**src/rtl/dma_pkg.sv**
```systemverilog
// Shared types and constants for the DMA copy path.
package dma_pkg;

  typedef enum logic [1:0] {
    IDLE  = 2'd0,
    CALC  = 2'd1,
    ISSUE = 2'd2,
    DRAIN = 2'd3
  } t_rd_burst_state;

  localparam int DMA_PAGE_BYTES = 4096;

endpackage

```
**src/rtl/dma_rd_burst_gen.sv**
```systemverilog
// Read-side address stage: splits one descriptor into page-safe AR bursts,
// throttles outstanding bursts on R last beats and pulses done when all data returned.
module dma_rd_burst_gen
  import dma_pkg::*;
#(
  parameter int ADDR_WIDTH         = 64,
  parameter int DATA_BYTES         = 64,
  parameter int MAX_BURST_BEATS    = 64,
  parameter int PAGE_BYTES         = DMA_PAGE_BYTES,
  parameter int MAX_REQS_IN_FLIGHT = 32,
  parameter int LEN_WIDTH          = 32,
  parameter int ID_WIDTH           = 4
) (
  input  logic                                      clk,
  input  logic                                      reset,
  input  logic                                      desc_valid,
  output logic                                      desc_ready,
  input  logic [ADDR_WIDTH-1:0]                     desc_src_addr,
  input  logic [LEN_WIDTH-1:0]                      desc_len_bytes,
  output logic                                      arvalid,
  input  logic                                      arready,
  output logic [ADDR_WIDTH-1:0]                     araddr,
  output logic [7:0]                                arlen,
  output logic [ID_WIDTH-1:0]                       arid,
  input  logic                                      r_last_fire,
  output logic [$clog2(MAX_REQS_IN_FLIGHT+1)-1:0]   inflight,
  output logic                                      busy,
  output logic                                      done,
  output logic                                      err_underflow
);

  localparam int DB_LOG     = $clog2(DATA_BYTES);
  localparam int PG_LOG     = $clog2(PAGE_BYTES);
  localparam int BEATS_W    = LEN_WIDTH - DB_LOG;
  localparam int BURST_W    = $clog2(MAX_BURST_BEATS) + 1;
  localparam int PG_BEATS_W = PG_LOG - DB_LOG + 1;
  localparam int INF_W      = $clog2(MAX_REQS_IN_FLIGHT + 1);

  t_rd_burst_state        state_q;
  logic [ADDR_WIDTH-1:0]  addr_q;
  logic [BEATS_W-1:0]     beats_left_q;
  logic [BURST_W-1:0]     burst_beats_q;
  logic [BURST_W-1:0]     burst_beats_d;
  logic [INF_W-1:0]       inflight_q;
  logic [INF_W-1:0]       inflight_d;
  logic                   arvalid_q;
  logic [ADDR_WIDTH-1:0]  araddr_q;
  logic [7:0]             arlen_q;
  logic [ID_WIDTH-1:0]    arid_q;
  logic                   desc_ready_q;
  logic                   busy_q;
  logic                   done_q;
  logic                   err_underflow_q;
  logic                   rlast_mask_q;

  logic [PG_BEATS_W-1:0]  page_room_s;
  logic [BEATS_W-1:0]     cap_s;
  logic                   ar_fire_s;
  logic                   rlast_s;
  logic                   underflow_s;
  logic                   unused_len_bits_s;

  assign unused_len_bits_s = ^desc_len_bytes[DB_LOG-1:0];

  // Burst size: smallest of remaining beats, max burst and beats left in the current page.
  always_comb begin
    page_room_s   = PG_BEATS_W'(PAGE_BYTES >> DB_LOG) - PG_BEATS_W'(addr_q[PG_LOG-1:DB_LOG]);
    cap_s         = BEATS_W'(MAX_BURST_BEATS);
    burst_beats_d = {BURST_W{1'b0}};
    if (BEATS_W'(page_room_s) < cap_s) begin
      cap_s = BEATS_W'(page_room_s);
    end else begin
      cap_s = BEATS_W'(MAX_BURST_BEATS);
    end
    if (beats_left_q < cap_s) begin
      burst_beats_d = BURST_W'(beats_left_q);
    end else begin
      burst_beats_d = BURST_W'(cap_s);
    end
  end

  // Credit counter: AR handshakes add, unmasked R last beats retire; both together cancel.
  always_comb begin
    ar_fire_s   = arvalid_q & arready;
    rlast_s     = r_last_fire & ~rlast_mask_q;
    underflow_s = 1'b0;
    inflight_d  = inflight_q;
    if (ar_fire_s && !rlast_s) begin
      inflight_d = inflight_q + INF_W'(1);
    end else if (!ar_fire_s && rlast_s) begin
      if (inflight_q == {INF_W{1'b0}}) begin
        underflow_s = 1'b1;
      end else begin
        inflight_d = inflight_q - INF_W'(1);
      end
    end else begin
      inflight_d = inflight_q;
    end
  end

  // Main FSM with all outputs registered; rlast is masked after reset until a new descriptor.
  always_ff @(posedge clk) begin
    if (reset) begin
      state_q         <= IDLE;
      addr_q          <= {ADDR_WIDTH{1'b0}};
      beats_left_q    <= {BEATS_W{1'b0}};
      burst_beats_q   <= {BURST_W{1'b0}};
      inflight_q      <= {INF_W{1'b0}};
      arvalid_q       <= 1'b0;
      araddr_q        <= {ADDR_WIDTH{1'b0}};
      arlen_q         <= 8'd0;
      arid_q          <= {ID_WIDTH{1'b0}};
      desc_ready_q    <= 1'b0;
      busy_q          <= 1'b0;
      done_q          <= 1'b0;
      err_underflow_q <= 1'b0;
      rlast_mask_q    <= 1'b1;
    end else begin
      inflight_q <= inflight_d;
      done_q     <= 1'b0;
      if (underflow_s) begin
        err_underflow_q <= 1'b1;
      end
      case (state_q)
        IDLE: begin
          if (desc_valid && desc_ready_q) begin
            addr_q       <= desc_src_addr;
            beats_left_q <= desc_len_bytes[LEN_WIDTH-1:DB_LOG];
            busy_q       <= 1'b1;
            desc_ready_q <= 1'b0;
            rlast_mask_q <= 1'b0;
            state_q      <= CALC;
          end else begin
            desc_ready_q <= 1'b1;
          end
        end
        CALC: begin
          if (beats_left_q == {BEATS_W{1'b0}}) begin
            state_q <= DRAIN;
            done_q  <= (inflight_d == {INF_W{1'b0}});
          end else if (inflight_q < INF_W'(MAX_REQS_IN_FLIGHT)) begin
            araddr_q      <= addr_q;
            arlen_q       <= 8'(burst_beats_d - BURST_W'(1));
            burst_beats_q <= burst_beats_d;
            arvalid_q     <= 1'b1;
            state_q       <= ISSUE;
          end
        end
        ISSUE: begin
          if (arready) begin
            arvalid_q    <= 1'b0;
            addr_q       <= addr_q + (ADDR_WIDTH'(burst_beats_q) << DB_LOG);
            beats_left_q <= beats_left_q - BEATS_W'(burst_beats_q);
            arid_q       <= arid_q + ID_WIDTH'(1);
            if (beats_left_q == BEATS_W'(burst_beats_q)) begin
              state_q <= DRAIN;
              done_q  <= (inflight_d == {INF_W{1'b0}});
            end else begin
              state_q <= CALC;
            end
          end
        end
        DRAIN: begin
          // done_q is already high in the cycle inflight first reads zero.
          if (inflight_q == {INF_W{1'b0}}) begin
            state_q      <= IDLE;
            busy_q       <= 1'b0;
            desc_ready_q <= 1'b1;
          end else begin
            done_q <= (inflight_d == {INF_W{1'b0}});
          end
        end
        default: begin
          state_q      <= IDLE;
          arvalid_q    <= 1'b0;
          busy_q       <= 1'b0;
          desc_ready_q <= 1'b1;
        end
      endcase
    end
  end

  assign desc_ready    = desc_ready_q;
  assign arvalid       = arvalid_q;
  assign araddr        = araddr_q;
  assign arlen         = arlen_q;
  assign arid          = arid_q;
  assign inflight      = inflight_q;
  assign busy          = busy_q;
  assign done          = done_q;
  assign err_underflow = err_underflow_q;

endmodule

```
**config.mk**
```make
export PLATFORM = sky130hd
export DESIGN_NAME = dma_rd_burst_gen
export DESIGN_NICKNAME = d
export VERILOG_FILES = /design/src/rtl/dma_pkg.sv /design/src/rtl/dma_rd_burst_gen.sv
export SDC_FILE = /design/constraint.sdc
export NUM_CORES = 1
export LEC_CHECK = 0
export ABC_CLOCK_PERIOD_IN_PS = 3520
export CAP_MARGIN = 20
export CORE_MARGIN = 3
export CORE_UTILIZATION = 40
export DETAILED_ROUTE_END_ITERATION = 7
export GPL_ROUTABILITY_DRIVEN = 0
export PLACE_DENSITY_LB_ADDON = 0.2
export RECOVER_POWER = 25
export SLEW_MARGIN = 0
export SYNTH_ARGS = -nofsm -noshare
export SYNTH_HDL_FRONTEND = slang
export SYNTH_SLANG_ARGS = --single-unit
export TNS_END_PERCENT = 20
```
**constraint.sdc**
```tcl
create_clock -name clk -period 3.52 [get_ports clk]
set_clock_uncertainty 0.1 [all_clocks]
set_input_delay 0.352 -clock clk [delete_from_list [all_inputs] [get_ports clk]]
set_output_delay 0.352 -clock clk [all_outputs]
set_load 0.02 [all_outputs]
```
==> out/metrics.yaml, run 1 <==
outcome:
  status: "finished, final reports clean"
timing:
  tightest_slew_ns: 0.7437
  layout_min_cycle_time_ns: 3.426
  fmax_ghz: 0.2919
  fin_ws_ns: 0.09379
  tns_ns: 0
  maxSlewViolCount: 0
  setup_viol: 0
  slew_headroom_pct: 49.90
  hold_viol_final: 0
  fin_crit_sh_pct: 97.34
floorplan:
  die_width_um: 165.8
  core-area_um2: 24680
  dieArea_um2: 27500
  rows: 57
  io_pins: 188
  die_h_um: 165.8
  initial_core_util_pct: 41.41
synth:
  yosysTopAreaCellShare_pct: 36.64
  yosysTopAreaCell: "dfxtp_1"
  async_reset_ff_share_pct: 0
  synth_common_cells: "240 x nand2_1, 187 x dfxtp_1, 146 x a21oi_1"
  synthMuxAreaShare_pct: 1.408
  synth_fa_ha_area_share_pct: 3.576
  ys_types: 71
  synth-seq-area-share_pct: 36.64
  synth_edf_count: 0
  synth_ff_type: "dfxtp_1"
  avgSynthCellArea_um2: 7.513
  netlist_instances: 1360
  syn-num-nets: 1489
  ys_top_cells_by_area: "dfxtp_1 37%, nand2_1 8.8%, a21oi_1 7.2%"
  synth_xor_area_share_pct: 1.029
  synth_most_common_cell: "nand2_1"
  yosys_warnings: 0
  synth-simple-area-share_pct: 27.63
  synth.ff_latch_count: 187
  synth_compound_area_share_pct: 24.86
  synth_top_family_by_area: "simple AND/OR/NAND/NOR gates"
  syn_area_um2: 10220
grt:
  grt_util_met3_pct: 3.428
  grt_overflow: 0
  grt_pass1_vias: 9833
  grt_max_degree: 86
  grt_use_total_pct: 23.32
  use_met2_pct: 36.39
  met1_usage_pct: 34.02
  grt_antenna_before_repair: 1
  top_usage_layer: "met2"
  grt_pass1_wl_mm: 53.65
pwr:
  cellPowerDensity_nw_per_um2: 466.6
  p_leak_nw: 4.843
  ir_drop_mv: 0.2999
place:
  place_inst: 1813
  hpwlAfterDp_mm: 23.71
  pre_cts_ws_ns: 0.001622
  io_buffer_count: 181
layout:
  final_util_pct: 53.87
  nNetsFinal: 1648
  area_growth_pct: 30.11
  n_fill_cell: 2368
  final-instance-count-excl-fill: 1857
  drive_gt1_share_pct: 9.073
clock_tree:
  clkLatencyLatePin_ns: 0.44
  h-tree-depth: 4
  cts_root_buf: "clkbuf_16"
  cts_tree: "done"
  cts_hold_buffers: 0
  clock_path_buffers: 2
  cts_made_buffers: 17
  cts.sinks: 187
  clk_pin_slew_worst_paths_ns: 0.08
setup_path:
  arrival_ns: 3.67
  cp.required_ns: 3.77
  crit_top_cell: "nand2_2"
  slowest_delay_ns: 0.35
  critical_path_buf_inv_count: 1
  cpMaxStageDelayCell: "dfxtp_4"
  critPathTopFamily: "simple AND/OR/NAND/NOR gates"
  crit_fanout: 6
  path_class: "reg -> reg"
  crit_chain: "inv_2, ha_4, nor3b_4, nand2_2, nand2_2, ha_1, a21o_1, a21oi_2, o21ai_2, nor3_4, mux2i_2, ha_2, nor3b_2, mux2i_1, xnor2_1, o31ai_1"
  worst_setup_path_end_kind: "flop"
  critPathLaunchType: "flop"
min_path:
  holdCritPathClass: "in -> reg"
run:
  cap_violations: 0
route:
  vias: 10680
  drt-total-wl_mm: 33.70
  antenna_left: 0
  drc: 0
  wire_per_inst_um: 18.15
  drt_iter0_markers: 993
  dr.pass1.iters: 5
  routed_via_density: 5.752
per-stage QoR:
step / instance area [µm²] / power (mW) / hold WS (ns)
floorplan: 10250 / 3.554 / 0.3272
global placement: 12540 / 4.180 / 0.3358
detailed placement: 12540 / 4.201 / 0.3441
CTS: 13140 / 6.126 / 0.2493
global route: 13290 / 6.531 / 0.2890
finish: 13290 / 6.204 / 0.2449
power breakdown:
group	internal (mW)	switching, mW
combinational	0.786	1.04
sequential	2.27	0.188
clock	0.950	0.972
total	4.00	2.20
cell usage in the layout, fill, tap and decap left out, drive strengths merged, types with 11 or more instances in the layout:
cell type,instances
a21o,12
mux2i,11
clkdlybuf4s50,113
a22oi,11
o311ai,11
a21oi,146
nor2b,11
and3,28
nand2,242
dfxtp,187
clkbuf,18
nor4,21
o21ai,58
o31ai,12
a311oi,11
nand3,42
inv,37
buf,62
ha,26
nor3,49
or3,12
dlygate4sd3,67
nand4,18
nor2,117
a31oi,31
o21a,14
a211oi,30
registers in the layout, summed over array words and instances, names as in the netlist, 2 cells and up:
name           flops
arid               4
arlen              8
addr_q            64
burst_beats_q      7
inflight           6
state_q            2
araddr            64
beats_left_q      26
routing by layer:
layer  routed length, µm  vias up
li1                    -     5254
met1               16000     5005
met2               15170      390
met3                2003       33
met4                 534        0
met5                   0        -
cells by family after synthesis:
family / after synthesis
adder cells (fa/ha/maj): 28
multiplexers: 14
buffers and inverters: 130
AND/OR/NAND/NOR: 591
flip-flops: 187
AO/OA/AOI/OAI: 398
XOR/XNOR: 12
worst paths after layout:
check / startpoint / to / slack (ns) / cells past startpoint
worst max-delay path: addr_q[6] / arlen[6] / 0.09 / 16
worst min-delay path: reset / addr_q[10] / 0.24 / 2
worst max register to register: addr_q[6] / arlen[6] / 0.09 / 16
worst min register to register: araddr[18] / araddr[18] / 0.35 / 2
final cells by class:
class / instances / area [µm²] / share of cell area (%)
Clock inverter: 15 / 147.6 / 1.111
Antenna cell: 1 / 2.502 / 0.01882
Timing Repair Buffer: 243 / 2328 / 17.52
Clock buffer: 17 / 425.4 / 3.200
Tap cell: 324 / 405.4 / 3.049
Sequential cell: 187 / 3749 / 28.20
Inverter: 27 / 101.3 / 0.7624
Multi-Input combinational cell: 1043 / 6135 / 46.15
timing repair:
action	CTS	global route
setup endpoints to repair	1	3
resized for setup	0	21
setup buffers	3	8
pin swaps	2	10
(Power assumes the default switching activity.)
==> run 2: changes to the inputs <==
--- a/config.mk
+++ b/config.mk
@@ -7,8 +7,10 @@
 export LEC_CHECK = 0
 export ABC_CLOCK_PERIOD_IN_PS = 3520
 export CAP_MARGIN = 20
+export CELL_PAD_IN_SITES_DETAIL_PLACEMENT = 0
+export CELL_PAD_IN_SITES_GLOBAL_PLACEMENT = 1
 export CORE_MARGIN = 3
-export CORE_UTILIZATION = 40
+export CORE_UTILIZATION = 35
 export DETAILED_ROUTE_END_ITERATION = 7
 export GPL_ROUTABILITY_DRIVEN = 0
 export PLACE_DENSITY_LB_ADDON = 0.2
==> run 2 against run 1 <==
Against the previous run: power fell by 0.13%; non-clock buffer count fell by 2; core utilization fell by 6.7 points; via count fell by 0.62%; clock power barely moved; sequential power barely moved; count of clock-buffer cells in the layout did not move; setup slack improved by 0.011 ns; worst hold slack got worse by 0.0036 ns.
==> out/metrics.yaml, run 2 (synthesis results as in run 1) <==
layout:
  final-instance-count-excl-fill: 1907  # +2.7%
  final_util_pct: 47.22  # -6.7 points
  drive_gt1_share_pct: 8.960  # -0.11 points
  n_fill_cell: 2891  # +22%
  antenna_cells: 0  # -1
  multi_input_area_um2: 6135  # unchanged
  seq_area_um2: 3751  # about the same
  layout_common_cells: "238 x nand2_1, 185 x dfxtp_1, 144 x a21oi_1, 115 x nor2_1, 113 x clkdlybuf4s50_1"
  nNetsFinal: 1646  # -0.12%
  area_growth_pct: 30.50
  final_common_cell: "nand2_1"
place:
  io_buffer_count: 181  # unchanged
  hpwlAfterDp_mm: 25.43  # +7.3%
  place_inst: 1871  # +3.2%
clock_tree:
  cts_made_buffers: 17  # unchanged
  cts_root_buf: "clkbuf_16"
  h-tree-depth: 4  # unchanged
  clock_path_buffers: 2  # unchanged
  clk_pin_slew_worst_paths_ns: 0.08  # about the same
  cts_tree: "done"
  cts_hold_buffers: 0  # unchanged
  clkLatencyLatePin_ns: 0.44  # about the same
  cts.sinks: 187  # unchanged
timing:
  setup_viol: 0  # unchanged
  holdWs_ns: 0.2413  # -0.003635 ns
  tightest_slew_ns: 0.7683  # +0.02459 ns
  maxSlewViolCount: 0  # unchanged
  rsz0062_at_grt: "yes"
  slew_headroom_pct: 48.39  # -1.5 points
  fmax_ghz: 0.2928  # +0.31%
  fin_crit_sh_pct: 97.04  # -0.30 points
  layout_min_cycle_time_ns: 3.416  # -0.01055 ns
  hold_viol_final: 0  # unchanged
min_path:
  worstHoldPathCells: 2  # unchanged
  hold_end: "addr_q[10]"
  min_from: "reset"
  holdCritPathClass: "in -> reg"
setup_path:
  critPathLaunchType: "flop"
  arrival_ns: 3.69  # +0.02 ns
  crit_chain: "inv_2, ha_4, nor3b_4, buf_4, xnor2_2, inv_1, ha_4, and4_1, o211ai_1, a31oi_2, nor3_4, mux2i_4, ha_4, buf_4, or4_1, nand3_1"
  slowest_delay_ns: 0.51  # +0.16 ns
  crit_top_cell: "ha_4"
  crit_fanout: 7  # +1
  rrSetupSlack_ns: 0.10  # about the same
  path_class: "reg -> reg"
  cp.required_ns: 3.80  # +0.03 ns
  r2r-end: "arlen[2]"
  worst_setup_path_end_kind: "flop"
  cpMaxStageDelayCell: "or4_1"
  ff2ff_path_depth: 16  # unchanged
  rr_startpoint: "addr_q[6]"
route:
  vias: 10620  # -0.62%
  antenna_left: 0  # unchanged
  wire_per_inst_um: 18.92  # +4.2%
  dr.pass1.iters: 8  # +3
  drc: 0  # unchanged
  drt_iter0_markers: 897  # -9.7%
  routed_via_density: 5.567  # -3.2%
  drt-total-wl_mm: 36.08  # +7.1%
floorplan:
  die_width_um: 176.9  # +6.7%
  dieArea_um2: 31280  # +14%
  rows: 61  # +7.0%
  die_h_um: 176.9  # +6.7%
  initial_core_util_pct: 36.18  # -5.2 points
  io_pins: 188  # unchanged
  core-area_um2: 28240  # +14%
pwr:
  power_mw: 6.195  # -0.13%
  p_leak_nw: 4.820  # -0.47%
  ir_drop_mv: 0.2727  # -9.1%
  cellPowerDensity_nw_per_um2: 464.6  # -0.43%
grt:
  grt_max_degree: 95  # +10%
  grt_use_total_pct: 22.52  # -0.79 points
  grt_pass1_wl_mm: 56.31  # +5.0%
  grt_pass1_vias: 10160  # +3.3%
  grt_overflow: 0  # unchanged
  grt_antenna_before_repair: 0  # -1
outcome:
  status: "finished, final reports clean"
run:
  cap_violations: 0  # unchanged
## run 2: cell types whose count changed in the layout (fill, tap and decap cells not counted), moves of 2 or more
| cell | delta |
|---|---|
| clkinvlp_4 | +3 |
| and2_1 | -2 |
| inv_6 | -2 |
| o21ai_1 | +3 |
| o21ai_0 | -2 |
| inv_8 | -3 |
## run 2: how the worst max path moves through the flow
stage	from	to	cells after the start
4_1_cts	addr_q[7]	arlen[6]	17
5_1_grt	addr_q[6]	arlen[6]	16
2_1_floorplan	addr_q[7]	arlen[6]	16
6_report	addr_q[6]	arlen[2]	16
3_3_place_gp	addr_q[7]	arlen[6]	15
3_5_place_dp	addr_q[7]	arlen[6]	15
## run 2: cell type report
cell class                      count  area share [%]
Multi-Input combinational cell   1043           46.01
Clock buffer                       17           3.190
Inverter                           27          0.7601
Timing Repair Buffer              241           17.35
Sequential cell                   187           28.13
Clock inverter                     14           1.013
Tap cell                          378           3.547
## run 2: worst max-delay path, delay by kind of cell (launching register included)
kind / cells / cell delay (ns)
simple gates: 5 / 1.11
compound gates: 2 / 0.36
flops: 1 / 0.37
buf+inv: 4 / 0.47
xor+xnor: 1 / 0.11
mux: 1 / 0.20
fa+ha+maj: 3 / 0.63
## run 2: metal layers
| metal | routed length [µm] | vias up | part of all wire [%] | track usage [%] |
|---|---|---|---|---|
| met4 | 697 | 0 | 1.9 | 6.285 |
| met5 | 0 | - | 0 | 0 |
| met1 | 17580 | 5065 | 49 | 32.09 |
| li1 | - | 5231 | - | - |
| met3 | 1515 | 39 | 4.2 | 3.067 |
| met2 | 16280 | 281 | 45 | 35.73 |
## run 2: timing repair
item	4_1_cts	5_1_grt
buffers inserted	1	4
resized for setup	2	21
setup endpoints to repair	2	4
pin swaps	1	6
## run 2: report_power, final
part	switching, mW	total (mW)	internal [mW]
combinational	1.06	1.84	0.783
clock	0.963	1.89	0.932
sequential	0.192	2.46	2.27
## run 2: per-stage QoR
stage / TNS (ns) / area (µm²) / setup WS [ns]
after floorplan: 0 / 10250 / 0.01558
after global placement: 0 / 12640 / 0.05046
after detailed placement: -0.2841 / 12640 / -0.1534
after CTS: 0 / 13220 / 0.004659
after global routing: -0.1216 / 13330 / -0.07734
final: 0 / 13330 / 0.1043
